`src/rtl/vga_timing_pkg.sv`:
```
`default_nettype none
// ============================================================================
//  Module      : vga_timing_pkg
//  Description : Shared 640x480@60 Hz raster constants (porches, sync widths,
//                totals) and the pixel-coordinate width. Imported by the
//                timing generator and by every downstream pixel generator.
//  Revision    : 1.0 - initial release
// ============================================================================
package vga_timing_pkg;

    // Width of pix_x / pix_y; both totals must fit in this many bits.
    localparam int PIX_W = 10;

    localparam int VGA_H_DISPLAY = 640;
    localparam int VGA_H_FRONT   = 16;
    localparam int VGA_H_SYNC    = 96;
    localparam int VGA_H_BACK    = 48;
    localparam int VGA_H_TOTAL   = VGA_H_DISPLAY + VGA_H_FRONT + VGA_H_SYNC + VGA_H_BACK;

    localparam int VGA_V_DISPLAY = 480;
    localparam int VGA_V_FRONT   = 10;
    localparam int VGA_V_SYNC    = 2;
    localparam int VGA_V_BACK    = 33;
    localparam int VGA_V_TOTAL   = VGA_V_DISPLAY + VGA_V_FRONT + VGA_V_SYNC + VGA_V_BACK;

    // Pixel rate divider for a 100 MHz system clock (25 MHz pixels).
    localparam int VGA_CLK_DIV   = 4;

endpackage : vga_timing_pkg
`default_nettype wire

```
`src/rtl/pixel_tick_gen.sv`:
```
`default_nettype none
// ============================================================================
//  Module      : pixel_tick_gen
//  Description : Free-running clock divider producing a one-clk pixel enable
//                every CLK_DIV clocks. p_tick_o is decoded from the divider
//                register only, so it is glitch-free and aligned to it.
//  Ports       : clk       in   system clock
//                reset     in   synchronous, active-high
//                p_tick_o  out  pixel enable (1 clk wide, period CLK_DIV)
//  Revision    : 1.0 - initial release
// ============================================================================
module pixel_tick_gen #(
    parameter int CLK_DIV = 4
) (
    input  logic clk,
    input  logic reset,
    output logic p_tick_o
);

    generate
        if (CLK_DIV <= 1) begin : g_div1
            // Every clock is a pixel clock: no divider state is needed.
            logic unused_ok;
            assign unused_ok = &{1'b0, clk, reset};
            assign p_tick_o  = 1'b1;
        end else begin : g_divn
            localparam int             DW     = $clog2(CLK_DIV);
            localparam logic [DW-1:0]  C_LAST = DW'(CLK_DIV - 1);

            logic [DW-1:0] d_q;
            logic [DW-1:0] d_d;

            always_comb begin
                d_d = (d_q == C_LAST) ? '0 : d_q + 1'b1;
            end

            always_ff @(posedge clk) begin
                if (reset) begin
                    d_q <= '0;
                end else begin
                    d_q <= d_d;
                end
            end

            assign p_tick_o = (d_q == C_LAST);
        end
    endgenerate

endmodule : pixel_tick_gen
`default_nettype wire

```
`src/rtl/vga_sync_timing.sv`:
```
`default_nettype none
// ============================================================================
//  Module      : vga_sync_timing
//  Description : VGA raster timing generator. Horizontal/vertical pixel
//                counters advance on each pixel tick; all decoded outputs
//                (video_on, syncs, strobes) are registered from the counters'
//                next state so they switch on the same edge as pix_x/pix_y.
//  Ports       : clk            in   system clock
//                reset          in   synchronous, active-high
//                p_tick_o       out  pixel enable, once per CLK_DIV clks
//                pix_x_o        out  horizontal count 0..H_TOTAL-1
//                pix_y_o        out  vertical count 0..V_TOTAL-1
//                video_on_o     out  visible-area flag
//                hsync_o        out  horizontal sync, active low
//                vsync_o        out  vertical sync, active low
//                line_start_o   out  1 clk pulse at the start of pix_x==0
//                frame_start_o  out  1 clk pulse at the start of (0,0)
//  Revision    : 1.0 - initial release
// ============================================================================
module vga_sync_timing
    import vga_timing_pkg::*;
#(
    parameter int CLK_DIV   = VGA_CLK_DIV,
    parameter int H_DISPLAY = VGA_H_DISPLAY,
    parameter int H_FRONT   = VGA_H_FRONT,
    parameter int H_SYNC    = VGA_H_SYNC,
    parameter int H_BACK    = VGA_H_BACK,
    parameter int V_DISPLAY = VGA_V_DISPLAY,
    parameter int V_FRONT   = VGA_V_FRONT,
    parameter int V_SYNC    = VGA_V_SYNC,
    parameter int V_BACK    = VGA_V_BACK
) (
    input  logic             clk,
    input  logic             reset,
    output logic             p_tick_o,
    output logic [PIX_W-1:0] pix_x_o,
    output logic [PIX_W-1:0] pix_y_o,
    output logic             video_on_o,
    output logic             hsync_o,
    output logic             vsync_o,
    output logic             line_start_o,
    output logic             frame_start_o
);

    localparam int H_TOTAL = H_DISPLAY + H_FRONT + H_SYNC + H_BACK;
    localparam int V_TOTAL = V_DISPLAY + V_FRONT + V_SYNC + V_BACK;

    generate
        if ((H_TOTAL > (1 << PIX_W)) || (V_TOTAL > (1 << PIX_W)) || (CLK_DIV < 1)) begin : g_param_check
            $error("vga_sync_timing: totals exceed pixel counter range or CLK_DIV < 1");
        end
    endgenerate

    localparam logic [PIX_W-1:0] C_H_LAST     = PIX_W'(H_TOTAL - 1);
    localparam logic [PIX_W-1:0] C_V_LAST     = PIX_W'(V_TOTAL - 1);
    localparam logic [PIX_W-1:0] C_H_DISP     = PIX_W'(H_DISPLAY);
    localparam logic [PIX_W-1:0] C_V_DISP     = PIX_W'(V_DISPLAY);
    localparam logic [PIX_W-1:0] C_HS_FIRST   = PIX_W'(H_DISPLAY + H_FRONT);
    localparam logic [PIX_W-1:0] C_HS_LAST    = PIX_W'(H_DISPLAY + H_FRONT + H_SYNC - 1);
    localparam logic [PIX_W-1:0] C_VS_FIRST   = PIX_W'(V_DISPLAY + V_FRONT);
    localparam logic [PIX_W-1:0] C_VS_LAST    = PIX_W'(V_DISPLAY + V_FRONT + V_SYNC - 1);

    logic             p_tick_w;
    logic             h_wrap_w;
    logic             v_wrap_w;

    logic [PIX_W-1:0] h_q, h_d;
    logic [PIX_W-1:0] v_q, v_d;
    logic             video_on_q, video_on_d;
    logic             hsync_q, hsync_d;
    logic             vsync_q, vsync_d;
    logic             line_start_q, line_start_d;
    logic             frame_start_q, frame_start_d;

    pixel_tick_gen #(
        .CLK_DIV (CLK_DIV)
    ) u_pixel_tick_gen (
        .clk      (clk),
        .reset    (reset),
        .p_tick_o (p_tick_w)
    );

    assign h_wrap_w = (h_q == C_H_LAST);
    assign v_wrap_w = (v_q == C_V_LAST);

    always_comb begin
        h_d = h_q;
        v_d = v_q;
        if (p_tick_w) begin
            h_d = h_wrap_w ? '0 : h_q + 1'b1;
            if (h_wrap_w) begin
                v_d = v_wrap_w ? '0 : v_q + 1'b1;
            end
        end

        // Decoding the next-state counters lets these flops switch on the
        // same edge as pix_x/pix_y, so there is no skew between outputs.
        video_on_d    = (h_d < C_H_DISP) && (v_d < C_V_DISP);
        hsync_d       = !((h_d >= C_HS_FIRST) && (h_d <= C_HS_LAST));
        vsync_d       = !((v_d >= C_VS_FIRST) && (v_d <= C_VS_LAST));

        // Strobes only fire on the advancing edge, hence one clk wide.
        line_start_d  = p_tick_w && h_wrap_w;
        frame_start_d = p_tick_w && h_wrap_w && v_wrap_w;
    end

    always_ff @(posedge clk) begin
        if (reset) begin
            // Parked on the last pixel so the first tick lands on (0,0)
            // and produces a clean frame start.
            h_q           <= C_H_LAST;
            v_q           <= C_V_LAST;
            video_on_q    <= 1'b0;
            hsync_q       <= 1'b1;
            vsync_q       <= 1'b1;
            line_start_q  <= 1'b0;
            frame_start_q <= 1'b0;
        end else begin
            h_q           <= h_d;
            v_q           <= v_d;
            video_on_q    <= video_on_d;
            hsync_q       <= hsync_d;
            vsync_q       <= vsync_d;
            line_start_q  <= line_start_d;
            frame_start_q <= frame_start_d;
        end
    end

    assign p_tick_o      = p_tick_w;
    assign pix_x_o       = h_q;
    assign pix_y_o       = v_q;
    assign video_on_o    = video_on_q;
    assign hsync_o       = hsync_q;
    assign vsync_o       = vsync_q;
    assign line_start_o  = line_start_q;
    assign frame_start_o = frame_start_q;

endmodule : vga_sync_timing
`default_nettype wire

```
`config.mk`:
```
export PLATFORM = sky130hd
export DESIGN_NAME = vga_sync_timing
export DESIGN_NICKNAME = d
export VERILOG_FILES = /design/src/rtl/vga_timing_pkg.sv /design/src/rtl/pixel_tick_gen.sv /design/src/rtl/vga_sync_timing.sv
export SDC_FILE = /design/constraint.sdc
export NUM_CORES = 1
export LEC_CHECK = 0
export BUFFER_PORTS_ARGS = -buffer_cell sky130_fd_sc_hd__buf_2
export CAP_MARGIN = 20
export CELL_PAD_IN_SITES_DETAIL_PLACEMENT = 1
export CELL_PAD_IN_SITES_GLOBAL_PLACEMENT = 1
export CORE_ASPECT_RATIO = 1.4
export CORE_MARGIN = 5
export CORE_UTILIZATION = 43
export DETAILED_ROUTE_END_ITERATION = 10
export MAX_ROUTING_LAYER = met4
export PLACE_DENSITY_LB_ADDON = 0.1
export SYNTH_ARGS = -nofsm -noshare
export SYNTH_HDL_FRONTEND = slang
export SYNTH_HIERARCHICAL = 1
export SYNTH_SLANG_ARGS = --single-unit
```
`constraint.sdc`:
```
create_clock -name clk -period 5.3 [get_ports clk]
set_input_delay 0.53 -clock clk [delete_from_list [all_inputs] [get_ports clk]]
set_output_delay 0.53 -clock clk [all_outputs]
set_load 0.03 [all_outputs]
```
==> summary.md <==
| Metric | Value |
|---|---|
| Worst reg2reg setup slack | `2390 ps` |
| WP data required | `5460 ps` |
| Hold Path Origin | `u_pixel_tick_gen/g_divn.d_q[0]` |
| Vias | `1413` |
| Async S/R FF share, synth | `0%` |
| Syn Inst Count | `177` |
| Reg clk slew, reported paths | `90 ps` |
| Synthesized area per cell | `8.497 um^2` |
| DRC errors left | `0` |
| Max-cap viol count | `0` |
| Yosys warns | `6` |
| Pre-antenna DRT Iters | `4` |
| Global-route wire length before repair | `6699 um` |
| Post-synth EDFFs | `0` |
| Fill count | `452` |
| Flops & latches, synth | `27` |
| CTS tree | `built` |
| RR Startpoint | `u_pixel_tick_gen/g_divn.d_q[0]` |
| Startpoint Class | `flop` |
| Full die area | `4797 um^2` |
| DP HPWL | `2949 um` |
| Post-layout min period | `2907 ps` |
| Sink Count | `27` |
| Total global routing overflow | `0` |
| CTS max path bufs | `2` |
| I/O pins | `28` |
| Clock latency at the later pin of the worst-skew pair | `270 ps` |
| Initial drt markers | `45` |
| Post-DRT Antenna Nets | `0` |
| Initial antenna violation count | `0` |
| Die width | `59.98 um` |
| Initial Util | `44.52%` |
| Leak | `0.6394 nW` |
| Slew @ Worst Pin | `937.4 ps` |
| Placer Congestion | `0.9627` |
| Final WS setup | `2393 ps` |
| Post-CTS Resized | `0` |
| Final Non-Filler Cells | `240` |
| Crit Reg-Reg Endpoint | `pix_y_o[9]` |
| Layout cells sized above 1 | `23.00%` |
| Worst path max stage delay | `890 ps` |
| PwrDens | `267.4 nW/um^2` |
| Cts bufs inserted | `3` |
| Area of the mapped netlist | `1504 um^2` |
| Crit Path Max Fanout | `21` |
| Rows | `25` |
| Max Fclk | `344.0 MHz` |
| CTS H-Tree Depth | `1` |
| Worst Hold End | `u_pixel_tick_gen/g_divn.d_q[0]` |
| Vias in the first global route | `1508` |
| Total wire length after detailed routing | `4002 um` |
| Placed Cells | `236` |
| Max-slew headroom | `37.04%` |
| # hold bufs at CTS | `0` |
| CP arrival | `3070 ps` |
| Crit share post-route | `54.85%` |
| Largest net degree at the start of global routing | `26` |
| GR Util All Layers | `18.37%` |
| Status | `finished, final reports clean` |
| IO Port Bufs | `27` |
| R2R depth | `7` |
| Setup violators final | `0` |
| Area Overhead vs Synth | `11.73%` |
| Sequential fraction of the synthesis area | `35.94%` |
| Final Hold Fails | `0` |
| Post CTS Setup Buffer Count | `0` |
| RSZ-0062 raised after global routing | `no` |
| Worst Setup Path Type | `flop to flop` |
| Die Height | `79.98 um` |
| Peak supply drop | `0.1342 mV` |
| Routed len/inst | `16.68 um` |
| Area of the core | `3378 um^2` |
| Synth Net Count | `183` |
| Final TNS setup | `0 ps` |
| Worst hold path class | `flop to flop` |
| Count of cell types in the netlist | `44` |
| Final #Nets | `207` |
| Critical Path, Cell by Cell | `ha_1, nand2_1, nor4_4, nand4_1, xor2_1, a21oi_1, or2_2` |
| CTS Root Cell | `clkbuf_8` |
| Multi-input logic area | `887.1 um^2` |
| Flip-flop and latch area | `540.5 um^2` |
| Crit end category | `flop` |
| Slowest library cell on the worst path | `nor4_4` |
| Final Slew Violations | `0` |
| Pre-CTS setup slack | `2418 ps` |
| ANT cells | `0` |
| Hold Crit Depth | `1` |
| Prevailing post-synth register cell | `dfxtp_1` |
| Vias per cell | `5.888` |
| Clk_skew | `7.245 ps` |
-- registers in the layout, indices dropped and copies added, names as in the netlist --
signal                       count
pix_x_o                         10
pix_y_o                         10
u_pixel_tick_gen/g_divn.d_q      2
frame_start_o                    1
hsync_o                          1
line_start_o                     1
video_on_o                       1
vsync_o                          1
-- synth_stat cells, types with 2 or more instances --
cell type  number  area, um^2
dfxtp_1        27       540.5
a21o_2          3       26.28
xnor2_1         3       26.28
o21a_1          2       15.01
o21ai_0         7       35.03
nor2_1         21       78.83
nand3_1         7       35.03
a31oi_1         6       37.54
xor2_1          9       78.83
or2_2           3       18.77
nand2b_1        3       18.77
nand4_1         6       37.54
ha_1            4       50.05
a221o_1         2       20.02
inv_1           4       15.01
nand4b_1        4       35.03
nor4_1          3       18.77
or3_1           3       18.77
nand2_1        14       52.55
and3_1          2       12.51
clkbuf_1        2       7.510
a21oi_1        10       50.05
nor3_1          6       30.03
buf_2           4       20.02
buf_6           3       33.78
-- cells by family after synthesis --
logic type               share of synthesized area [%]
AO/OA/AOI/OAI                                    16.31
XOR/XNOR                                         6.989
adder cells (fa/ha/maj)                          3.328
buffers and inverters                            5.075
flip-flops                                       35.94
multiplexers                                    0.6656
AND/OR/NAND/NOR                                  31.70
-- layer usage --
metal | vias to the layer above | GRT usage (%) | share of wire (%)
met2 | 33 | 33.66 | 53
li1 | 684 | - | -
met5 | - | - | 0
met1 | 688 | 19.18 | 42
met3 | 8 | 2.265 | 3.3
met4 | 0 | 7.317 | 2.0
-- placed cells by master (no fill, tap or decap), types with 2 or more instances in the layout --
| cell type | instances |
|---|---|
| buf_2 | 27 |
| o21a_1 | 2 |
| clkbuf_8 | 3 |
| xor2_1 | 9 |
| or2_2 | 3 |
| and3_1 | 2 |
| a221o_1 | 2 |
| dfxtp_1 | 27 |
| a21oi_1 | 10 |
| nand4b_1 | 4 |
| nand4_1 | 6 |
| o21ai_0 | 7 |
| xnor2_1 | 3 |
| nor3_1 | 6 |
| a21o_2 | 3 |
| or3_1 | 3 |
| nand3_1 | 7 |
| nor4_1 | 3 |
| a31oi_1 | 6 |
| nand2_1 | 14 |
| ha_1 | 4 |
| nor2_1 | 21 |
| nand2b_1 | 3 |
| inv_1 | 4 |
-- area by class of cell --
type,instances,share of cell area [%]
Tap cell,40,2.978
Multi-Input combinational cell,137,52.79
Sequential cell,27,32.17
Clock buffer,4,2.681
Inverter,4,0.8935
Timing Repair Buffer,28,8.488
-- worst max-delay path, delay by kind of cell (launching register included) --
| family | cells | cell delay (ps) |
|---|---|---|
| simple gates | 4 | 1720 |
| xor+xnor | 1 | 270 |
| compound gates | 1 | 60 |
| fa+ha+maj | 1 | 390 |
| flops | 1 | 360 |
-- worst max-delay path by stage --
| stage | start | to | slack (ps) | depth (start not counted) |
|---|---|---|---|---|
| after floorplan | u_pixel_tick_gen/g_divn.d_q[0] | vsync_o | 2960 | 9 |
| after global placement | u_pixel_tick_gen/g_divn.d_q[0] | pix_y_o[9] | 2520 | 7 |
| after detailed placement | u_pixel_tick_gen/g_divn.d_q[0] | pix_y_o[9] | 2420 | 7 |
| after CTS | u_pixel_tick_gen/g_divn.d_q[0] | pix_y_o[9] | 2370 | 7 |
| after global routing | u_pixel_tick_gen/g_divn.d_q[0] | pix_y_o[9] | 2100 | 7 |
| final | u_pixel_tick_gen/g_divn.d_q[0] | pix_y_o[9] | 2390 | 7 |
-- where the power goes --
| group | leakage, nW | internal [mW] | switching, mW |
|---|---|---|---|
| combinational | 0.397 | 0.0358 | 0.0684 |
| clock | 0.0228 | 0.0539 | 0.0631 |
| sequential | 0.219 | 0.214 | 0.0142 |
-- stage by stage --
step / power, mW / util [%] / hold slack, ps / cell area [um^2]
after global routing: 0.4729 / 49.74 / 464.4 / 1680
after CTS: 0.4535 / 49.74 / 448.7 / 1680
after global placement: 0.3343 / 48.41 / 414.1 / 1635
final: 0.4494 / 49.74 / 443.7 / 1680
after detailed placement: 0.3370 / 48.41 / 435.9 / 1635
after floorplan: 0.3121 / - / 406.1 / 1504
Note: power is estimated with default switching activity, not from simulation.
